## config.mk

```make
export PLATFORM = sky130hd
export DESIGN_NAME = vga_timing_generator
export DESIGN_NICKNAME = d
export VERILOG_FILES = /design/src/rtl/vga_timing_generator.sv
export SDC_FILE = /design/constraint.sdc
export NUM_CORES = 1
export LEC_CHECK = 0
export CAP_MARGIN = 20
export CORE_MARGIN = 3
export CORE_UTILIZATION = 35
export CTS_BUF_LIST = sky130_fd_sc_hd__clkbuf_8
export DETAILED_ROUTE_END_ITERATION = 8
export PLACE_DENSITY_LB_ADDON = 0.2
export SLEW_MARGIN = 10
export SYNTH_ARGS = -nofsm -noshare
export SYNTH_HDL_FRONTEND = slang
export SYNTH_SLANG_ARGS = --single-unit
```

## constraint.sdc

```tcl
create_clock -name clk -period 1.9 [get_ports clk]
set_input_delay 0.285 -clock clk [delete_from_list [all_inputs] [get_ports clk]]
set_output_delay 0.285 -clock clk [all_outputs]
set_load 0.01 [all_outputs]
```

## src/rtl/vga_timing_generator.sv

```systemverilog
// -----------------------------------------------------------------------------
// vga_timing_generator
//
// Generates VGA raster timing with a sub-pixel phase counter. Each pixel is
// split into 2**SUB_PIXEL_WIDTH clock phases (0 text fetch, 1 glyph fetch,
// 2 wait, 3 draw). The pixel counter advances on the last phase, and the line
// counter advances when the pixel counter wraps. The visible, hsync and vsync
// flags are registered and decoded from the next-state counters, so they line
// up with the counter outputs in the same cycle without glitches.
//
// Ports
//   clk           : clock, all state changes on the rising edge
//   reset         : synchronous, active-high; takes priority over enable
//   enable        : advance timing when high, hold everything when low
//   pixel_state   : sub-pixel phase
//   pixel_counter : horizontal pixel position, 0 .. H_TOTAL-1
//   line_counter  : low 9 bits of the internal 10-bit line count
//   visible       : position lies inside the active area
//   hsync, vsync  : sync pulses, active at SYNC_POL
//   frame_start   : one-cycle pulse on the first cycle at the frame origin
//                   after a natural wrap (never after reset)
// -----------------------------------------------------------------------------
module vga_timing_generator #(
    parameter int SUB_PIXEL_WIDTH = 2,
    parameter int H_VISIBLE       = 640,
    parameter int H_FP            = 16,
    parameter int H_SYNC          = 96,
    parameter int H_BP            = 48,
    parameter int V_VISIBLE       = 480,
    parameter int V_FP            = 10,
    parameter int V_SYNC          = 2,
    parameter int V_BP            = 33,
    parameter bit SYNC_POL        = 1'b0
) (
    input  logic                       clk,
    input  logic                       reset,
    input  logic                       enable,
    output logic [SUB_PIXEL_WIDTH-1:0] pixel_state,
    output logic [9:0]                 pixel_counter,
    output logic [8:0]                 line_counter,
    output logic                       visible,
    output logic                       hsync,
    output logic                       vsync,
    output logic                       frame_start
);

    localparam int H_TOTAL = H_VISIBLE + H_FP + H_SYNC + H_BP;
    localparam int V_TOTAL = V_VISIBLE + V_FP + V_SYNC + V_BP;

    localparam logic [SUB_PIXEL_WIDTH-1:0] PS_LAST = '1;
    localparam logic [SUB_PIXEL_WIDTH-1:0] PS_ONE  = SUB_PIXEL_WIDTH'(1);

    localparam logic [9:0] H_LAST       = 10'(H_TOTAL - 1);
    localparam logic [9:0] H_VIS_END    = 10'(H_VISIBLE);
    localparam logic [9:0] H_SYNC_START = 10'(H_VISIBLE + H_FP);
    localparam logic [9:0] H_SYNC_END   = 10'(H_VISIBLE + H_FP + H_SYNC);

    localparam logic [9:0] V_LAST       = 10'(V_TOTAL - 1);
    localparam logic [9:0] V_VIS_END    = 10'(V_VISIBLE);
    localparam logic [9:0] V_SYNC_START = 10'(V_VISIBLE + V_FP);
    localparam logic [9:0] V_SYNC_END   = 10'(V_VISIBLE + V_FP + V_SYNC);

    // Full 10-bit line count; only the low 9 bits leave the block, so lines
    // 512..524 alias onto 0..12 on line_counter.
    logic [9:0] line_q;

    logic [SUB_PIXEL_WIDTH-1:0] ps_next;
    logic [9:0]                 px_next;
    logic [9:0]                 ln_next;
    logic                       frame_wrap;

    assign line_counter = line_q[8:0];

    // NOTE: every signal written here gets a default first, so no path leaves
    // a value unassigned and no latch is inferred.
    always_comb begin
        ps_next    = pixel_state;
        px_next    = pixel_counter;
        ln_next    = line_q;
        frame_wrap = 1'b0;
        if (enable) begin
            ps_next = pixel_state + PS_ONE;
            if (pixel_state == PS_LAST) begin
                if (pixel_counter == H_LAST) begin
                    px_next = '0;
                    if (line_q == V_LAST) begin
                        ln_next    = '0;
                        frame_wrap = 1'b1;
                    end else begin
                        ln_next = line_q + 10'd1;
                    end
                end else begin
                    px_next = pixel_counter + 10'd1;
                end
            end
        end
    end

    // NOTE: state uses non-blocking assignments so every register samples the
    // pre-edge values; reset is synchronous and checked before enable.
    always_ff @(posedge clk) begin
        if (reset) begin
            pixel_state   <= '0;
            pixel_counter <= '0;
            line_q        <= '0;
            visible       <= 1'b1;
            hsync         <= ~SYNC_POL;
            vsync         <= ~SYNC_POL;
            frame_start   <= 1'b0;
        end else begin
            pixel_state   <= ps_next;
            pixel_counter <= px_next;
            line_q        <= ln_next;
            // Decoding the next-state counters keeps the flags aligned with
            // the counters; with enable low the counters hold, so do these.
            visible       <= (px_next < H_VIS_END) && (ln_next < V_VIS_END);
            hsync         <= ((px_next >= H_SYNC_START) && (px_next < H_SYNC_END))
                             ? SYNC_POL : ~SYNC_POL;
            vsync         <= ((ln_next >= V_SYNC_START) && (ln_next < V_SYNC_END))
                             ? SYNC_POL : ~SYNC_POL;
            frame_start   <= frame_wrap;
        end
    end

endmodule

```

==> summary.txt, run 1 <==
Run status
  – Status: complete, no violations

Logic synthesis
  – Post-synth top area cell: dfxtp_1
  – Synthesis Warnings: 0
  – Synth Area per Inst: 8.216 sq um
  – Post-synthesis mux area share: 0.01408
  – Top cells by count, synth: dfxtp_1, nor2_1, nand2_1
  – Cell variety after synth: 40
  – Async S/R FF share, synth: 0
  – Post-synthesis sequential area ratio: 0.3662
  – Xor and xnor fraction of the mapped netlist area: 0.04930
  – Synth Instances: ~170
  – Synth area leaders: dfxtp_1, buf_4, nor2_1
  – Mapped Nets: 180
  – Adder-Cell Fraction of Synth Area: 0.03521
  – Main combinational cell family by area after synthesis: simple AND/OR/NAND/NOR gates
  – Top cell type's share of synthesized area: 0.3662
  – Synthesized area: about 1400 sq um
  – Simple-Gate Fraction of Synth Area: 0.3310
  – Post-synthesis sequential element count: 26
  – Compound-Gate Fraction of Synth Area: 0.1180
  – Synth Flop Type: dfxtp_1
  – EDFF count, synth: 0
  – Count leader, synth: dfxtp_1

Pwr
  – Overall power: about 1.1 mW
  – Sw frac: 0.1991
  – Combinational cell fraction of total power: 0.048
  – Sw Pwr: 0.2134 mW
  – Clock power share: 0.436
  – Sequential power share: 0.516
  – Worst vdd ir: ~0.22 mV
  – Lkg Pwr: between 0.7 and 0.8 nW
  – Internal power: around 0.86 mW
  – Pwr/cell area: 509.9 nW/um^2

Placed design
  – Dpl hpwl: 2.789 mm
  – Placer Congestion: approximately 0.9
  – Placed Area: between 1500 and 2000 sq um
  – PortBufs: 27

Worst setup path
  – CP Launch Type: flip-flop
  – CP max FO: 5
  – WP data arrival: roughly 2.0 ns
  – Worst Path Required: between 2 and 2.5 ns
  – Setup Crit Path Kind: flip-flop to flip-flop
  – Worst Setup End Kind: flip-flop

Clock network
  – Clock sinks: 26
  – TritonCTS clock tree: built
  – H-Tree Level Count: 1
  – Cts hold-fix bufs: 0
  – Worst-path clk slew: 0.10 ns
  – Root buf cell: clkbuf_8
  – Clock tree buffer depth: 2
  – Clock buffer count from CTS: 3
  – Clock Latency Late Sink: roughly 0.28 ns

Cells and area
  – Fin area: about 2100 sq um
  – Fin util: 0.5534
  – Diode count: 0
  – Final #Nets: between 200 and 250
  – P&R area growth vs syn: 47.89%
  – Fraction of layout cells with a size suffix above 1: 0.3009

GRT
  – Grt total ovfl: 0
  – Largest net degree at the start of global routing: 16
  – First-pass GRT wire length: roughly 6.3 mm
  – Vias in the first global route: between 1000 and 1500
  – GRT Total Usage: 0.1550
  – Initial antenna violation count: 0

Die
  – Die Height: 69.73 um
  – DIE WIDTH: about 70 um
  – Core Rows: 22
  – Die area: between 4000 and 5000 sq um
  – Core area: between 3000 and 4000 sq um
  – Starting Density: 0.3742
  – IO Count: 28

STA
  – Final Max Tran Viols: 0
  – Crit path time final: ~1.8 ns
  – Fin crit share: 0.9693
  – Endpoints failing hold: 0
  – Worst Skew: 0.008674 ns
  – Slew margin rel.: 0.7690
  – Setup Viol. Count Final: 0
  – Max Freq: roughly 540 MHz
  – Worst Max-Slew Pin Slew: roughly 0.35 ns
  – Unrepaired setup endpoints after global routing: yes
  – Setup TNS Final: 0 ns

Worst hold path
  – Worst min path class: flip-flop to flip-flop

Detailed routing
  – Routed Antenna Nets: 0
  – Routed Wire Length: ~3.7 mm
  – Vias per cell: 5.135
  – Residual DRC: 0
  – 1st-iter DRT viols: 61
  – Via count: between 1000 and 1500
  – DR pass1 iterations: 4
  – Routed wire per std cell: between 10 and 15 um

Run
  – Number of max-cap violations: 0
## area by class of cell
class	instances	area (sq um)
multi-input cells	126	857.1
well taps	48	60.06
clock inverters	1	30.03
clock buffers	3	41.29
flip-flops and latches	26	531.8
inverters	4	15.01
repair buffers	66	566.8
fillers	362	1697
## final timing paths
path         slack, ns  cells past startpoint      startpoint        endpoint
max               0.06                      9       line_q[0]         visible
min               0.55                      2  pixel_state[1]  pixel_state[1]
max reg2reg       0.06                      9       line_q[0]         visible
min reg2reg       0.55                      2  pixel_state[1]  pixel_state[1]
## layout by cell type, fill, tap and decap left out, types with 3 or more instances in the layout
cell | synthesis | layout
dfxtp_1 | 26 | 19
nand4_1 | 6 | 6
and3_1 | 5 | 5
nor2_1 | 21 | 21
nor3_1 | 11 | 9
clkbuf_8 | 0 | 3
or3_1 | 3 | 3
buf_4 | 11 | 38
a21oi_1 | 12 | 10
o21ai_0 | 6 | 5
nand3_1 | 8 | 8
inv_1 | 4 | 4
clkdlybuf4s50_1 | 0 | 27
nand2_1 | 15 | 14
a21oi_2 | 1 | 3
dfxtp_2 | 0 | 6
xnor2_1 | 6 | 5
## per-layer routing
layer,part of all wire,global-route usage
met2,0.47,0.2500
met5,0,0
met3,0.037,0.02609
met4,0.018,0.03830
met1,0.47,0.2145
## metrics by stage
step           hold slack [ns]  worst slack (ns)  std cells
6_report                0.5519           0.05826        274
5_1_grt                 0.5891          -0.03495        274
4_1_cts                 0.5275          0.002231        274
3_5_place_dp            0.5063           -0.2738        270
3_3_place_gp            0.5039           -0.2098        270
2_1_floorplan           0.4318           0.02084        173
## flip-flops by register name, indices dropped and copies added, names as in the netlist
| signal | flops |
|---|---|
| pixel_counter | 10 |
| pixel_state | 2 |
| frame_start | 1 |
| vsync | 1 |
| hsync | 1 |
| line_q | 10 |
| visible | 1 |
## cells by family (layout without fill, tap and decap cells)
| group | after synthesis | after routing |
|---|---|---|
| and+or+nand+nor | 85 | 85 |
| muxes | 2 | 2 |
| xor gates and xnor gates | 8 | 8 |
| AOI/OAI and AO/OA | 27 | 27 |
| buffers and inverters | 21 | 74 |
| DFF | 26 | 26 |
| adders and majority gates | 4 | 4 |
## worst max-delay path: stages, from the launching register on
cell,delay [ns]
dfxtp_4,0.38
inv_1,0.05
ha_1,0.21
nand2_2,0.10
nor4_2,0.06
buf_4,0.15
nand2b_2,0.18
or3b_4,0.40
a21oi_2,0.14
a211oi_1,0.06
## repair_timing
action	4_1_cts	5_1_grt
endpoints found under the setup margin	1	5
pin swaps	0	2
setup buffers	0	0
hold endpoints to repair	0	0
resized for setup	1	18
## power by group through the flow
stage,combinational [mW],sequential (mW),clock [mW]
6_report,0.0512,0.553,0.467
5_1_grt,0.0578,0.554,0.497
4_1_cts,0.0518,0.555,0.484
3_5_place_dp,0.0512,0.568,0
3_3_place_gp,0.0494,0.567,0
2_1_floorplan,0.0186,0.571,0
Note: power is estimated with default switching activity, not from simulation.
==> inputs of run 2 (changes only) <==
--- a/config.mk
+++ b/config.mk
@@ -5,7 +5,7 @@
 export SDC_FILE = /design/constraint.sdc
 export NUM_CORES = 1
 export LEC_CHECK = 0
-export CAP_MARGIN = 20
+export CAP_MARGIN = 10
 export CORE_MARGIN = 3
 export CORE_UTILIZATION = 35
 export CTS_BUF_LIST = sky130_fd_sc_hd__clkbuf_8
==> results of run 2 <==
The final DEF is identical to that of run 1; final timing and power are the same.
==> inputs of run 3 (changes only) <==
--- a/config.mk
+++ b/config.mk
@@ -11,6 +11,7 @@
 export CTS_BUF_LIST = sky130_fd_sc_hd__clkbuf_8
 export DETAILED_ROUTE_END_ITERATION = 8
 export PLACE_DENSITY_LB_ADDON = 0.2
+export RECOVER_POWER = 25
 export SLEW_MARGIN = 10
 export SYNTH_ARGS = -nofsm -noshare
 export SYNTH_HDL_FRONTEND = slang
==> run 3 against run 2 <==
Effect of this change: die area unchanged; cell area decreased by 0.36%; highest routed layer unchanged; power decreased by 0.16%; worst setup slack about the same; flip-flop and latch count unchanged; global-route usage unchanged; critical path type unchanged; critical endpoint unchanged; sequential power about the same.
==> summary.txt, run 3 (synthesis results as in run 1) <==
Run status
  – Status: complete, no violations (unchanged)

Cells and area
  – Most frequent cells in the layout: buf_4, clkdlybuf4s50_1, nor2_1 (unchanged)
  – Diode count: 0 (unchanged)
  – Largest regs: line_q x10, pixel_counter x10, pixel_state x2 (unchanged)
  – FILL cells: 366 (was 362)
  – Final #Nets: 234 (unchanged)
  – Most common cell after layout, fill and taps aside: buf_4 (unchanged)
  – P&R area growth vs syn: 47.36% (was 47.89%)
  – Fin util: 0.5514 (was 0.5534)
  – Fin area: 2095 sq um (was 2102 sq um)
  – Fraction of layout cells with a size suffix above 1: 0.2920 (was 0.3009)

Worst setup path
  – Setup Crit Path Kind: flip-flop to flip-flop (unchanged)
  – CP Launch Type: flip-flop (unchanged)
  – Flop2flop setup slack: 0.06 ns (about the same)
  – Worst Path Required: 2.07 ns (about the same)
  – WP data arrival: 2.01 ns (about the same)
  – Worst Setup End Kind: flip-flop (unchanged)
  – Worst setup startpoint: line_q[0] (unchanged)
  – CP max FO: 5 (unchanged)
  – Reg2reg start: line_q[0] (unchanged)

Clock network
  – Worst-path clk slew: 0.10 ns (about the same)
  – H-Tree Level Count: 1 (unchanged)
  – Clock sinks: 26 (unchanged)
  – TritonCTS clock tree: built (unchanged)
  – Clock tree buffer depth: 2 (unchanged)
  – Clock buffer count from CTS: 3 (unchanged)
  – Clock Latency Late Sink: 0.28 ns (about the same)
  – Root buf cell: clkbuf_8 (unchanged)
  – Cts hold-fix bufs: 0 (unchanged)

Detailed routing
  – Via count: 1401 (was 1407)
  – 1st-iter DRT viols: 62 (was 61)
  – Vias per cell: 5.113 (was 5.135)
  – DR pass1 iterations: 4 (unchanged)
  – Routed Wire Length: 3.727 mm (was 3.734 mm)
  – Routed wire per std cell: 13.60 um (was 13.63 um)
  – Residual DRC: 0 (unchanged)
  – Routed Antenna Nets: 0 (unchanged)

STA
  – Setup TNS Final: 0 ns (unchanged)
  – Max Freq: 542.8 MHz (was 543.0 MHz)
  – Worst Skew: 0.008539 ns (was 0.008674 ns)
  – Setup Viol. Count Final: 0 (unchanged)
  – Fin crit share: 0.9696 (was 0.9693)
  – Unrepaired setup endpoints after global routing: yes (unchanged)
  – Crit path time final: 1.842 ns (about the same)
  – Final Max Tran Viols: 0 (unchanged)
  – Slew margin rel.: 0.7690 (about the same)
  – Worst Max-Slew Pin Slew: 0.3454 ns (about the same)
  – Endpoints failing hold: 0 (unchanged)

Pwr
  – Combinational cell fraction of total power: 0.047 (was 0.048)
  – Pwr/cell area: 510.9 nW/um^2 (was 509.9 nW/um^2)
  – Lkg Pwr: 0.7840 nW (was 0.7972 nW)
  – Clock power share: 0.436 (about the same)
  – Sw Pwr: 0.2131 mW (was 0.2134 mW)
  – Internal power: 0.8570 mW (was 0.8583 mW)
  – Sw frac: 0.1991 (about the same)
  – Sequential power share: 0.517 (was 0.516)
  – Overall power: 1.070 mW (was 1.072 mW)
  – Worst vdd ir: 0.2216 mV (was 0.2219 mV)

Placed design
  – PortBufs: 27 (unchanged)
  – Placer Congestion: 0.8998 (unchanged)
  – Placed Area: 1954 sq um (unchanged)
  – Dpl hpwl: 2.789 mm (unchanged)

Worst hold path
  – Hold Crit Start: pixel_state[1] (unchanged)
  – Worst min path class: flip-flop to flip-flop (unchanged)

Die
  – Die Height: 69.73 um (unchanged)
  – DIE WIDTH: 69.73 um (unchanged)
  – Core area: 3799 sq um (unchanged)
  – Starting Density: 0.3742 (unchanged)
  – Die area: 4862 sq um (unchanged)
  – Core Rows: 22 (unchanged)
  – IO Count: 28 (unchanged)

GRT
  – Grt total ovfl: 0 (unchanged)
  – Largest net degree at the start of global routing: 16 (unchanged)
  – GRT Total Usage: 0.1550 (unchanged)
  – Initial antenna violation count: 0 (unchanged)
  – Vias in the first global route: 1364 (unchanged)
  – First-pass GRT wire length: 6.272 mm (unchanged)

Run
  – Number of max-cap violations: 0 (unchanged)
[run 3: changes by cell type in the layout (fill, tap and decap cells not counted), sizes merged]
cell           change
buf                -2
clkbuf             +2
clkdlybuf4s50      -5
dlygate4sd3        +5
[run 3: per-stage QoR]
| stage | worst slack, ns | instances | hold slack (ns) |
|---|---|---|---|
| after floorplan | 0.02084 | 173 | 0.4318 |
| after global placement | -0.2098 | 270 | 0.5039 |
| after detailed placement | -0.2738 | 270 | 0.5063 |
| after CTS | 0.002231 | 274 | 0.5275 |
| after global routing | -0.03489 | 274 | 0.5891 |
| final | 0.05783 | 274 | 0.5518 |
[run 3: power by group through the flow]
stage	clock network [mW]	registers, mW	logic, mW
3_5_place_dp	0	0.568	0.0512
3_3_place_gp	0	0.567	0.0494
2_1_floorplan	0	0.571	0.0186
5_1_grt	0.497	0.554	0.0565
4_1_cts	0.484	0.555	0.0518
6_report	0.467	0.553	0.0498
[run 3: worst max-delay path, stage by stage (launching register included)]
cell,delay [ns]
dfxtp_4,0.38
inv_1,0.05
ha_1,0.21
nand2_2,0.10
nor4_2,0.06
buf_4,0.15
nand2b_2,0.18
or3b_4,0.40
a21oi_2,0.14
a211oi_1,0.06
[run 3: final cells by class]
| class | count | area [sq um] | area share |
|---|---|---|---|
| Clock inverter | 1 | 30.03 | 0.01434 |
| Inverter | 4 | 15.01 | 0.007168 |
| Multi-Input combinational cell | 126 | 857.1 | 0.4092 |
| Timing Repair Buffer | 66 | 559.3 | 0.2670 |
| Tap cell | 48 | 60.06 | 0.02867 |
| Clock buffer | 3 | 41.29 | 0.01971 |
| Sequential cell | 26 | 531.8 | 0.2539 |
[run 3: repair_timing]
action                                  CTS  global route
resized for setup                         1            18
pin swaps                                 0             2
endpoints found under the setup margin    1             5
buffers inserted                          0             0
hold endpoints to repair                  0             0
[run 3: final timing paths]
| check | endpoint | cells after the start |
|---|---|---|
| max | visible | 9 |
| min | pixel_state[1] | 2 |
| max reg2reg | visible | 9 |
| min reg2reg | pixel_state[1] | 2 |
[run 3: per-layer routing]
layer  GRT usage  up-vias  routed length, um
met4     0.03830        0                 69
met3     0.02609        7                136
li1            -      711                  -
met1      0.2145      659               1775
met2      0.2500       24               1746
met5           0        -                  0
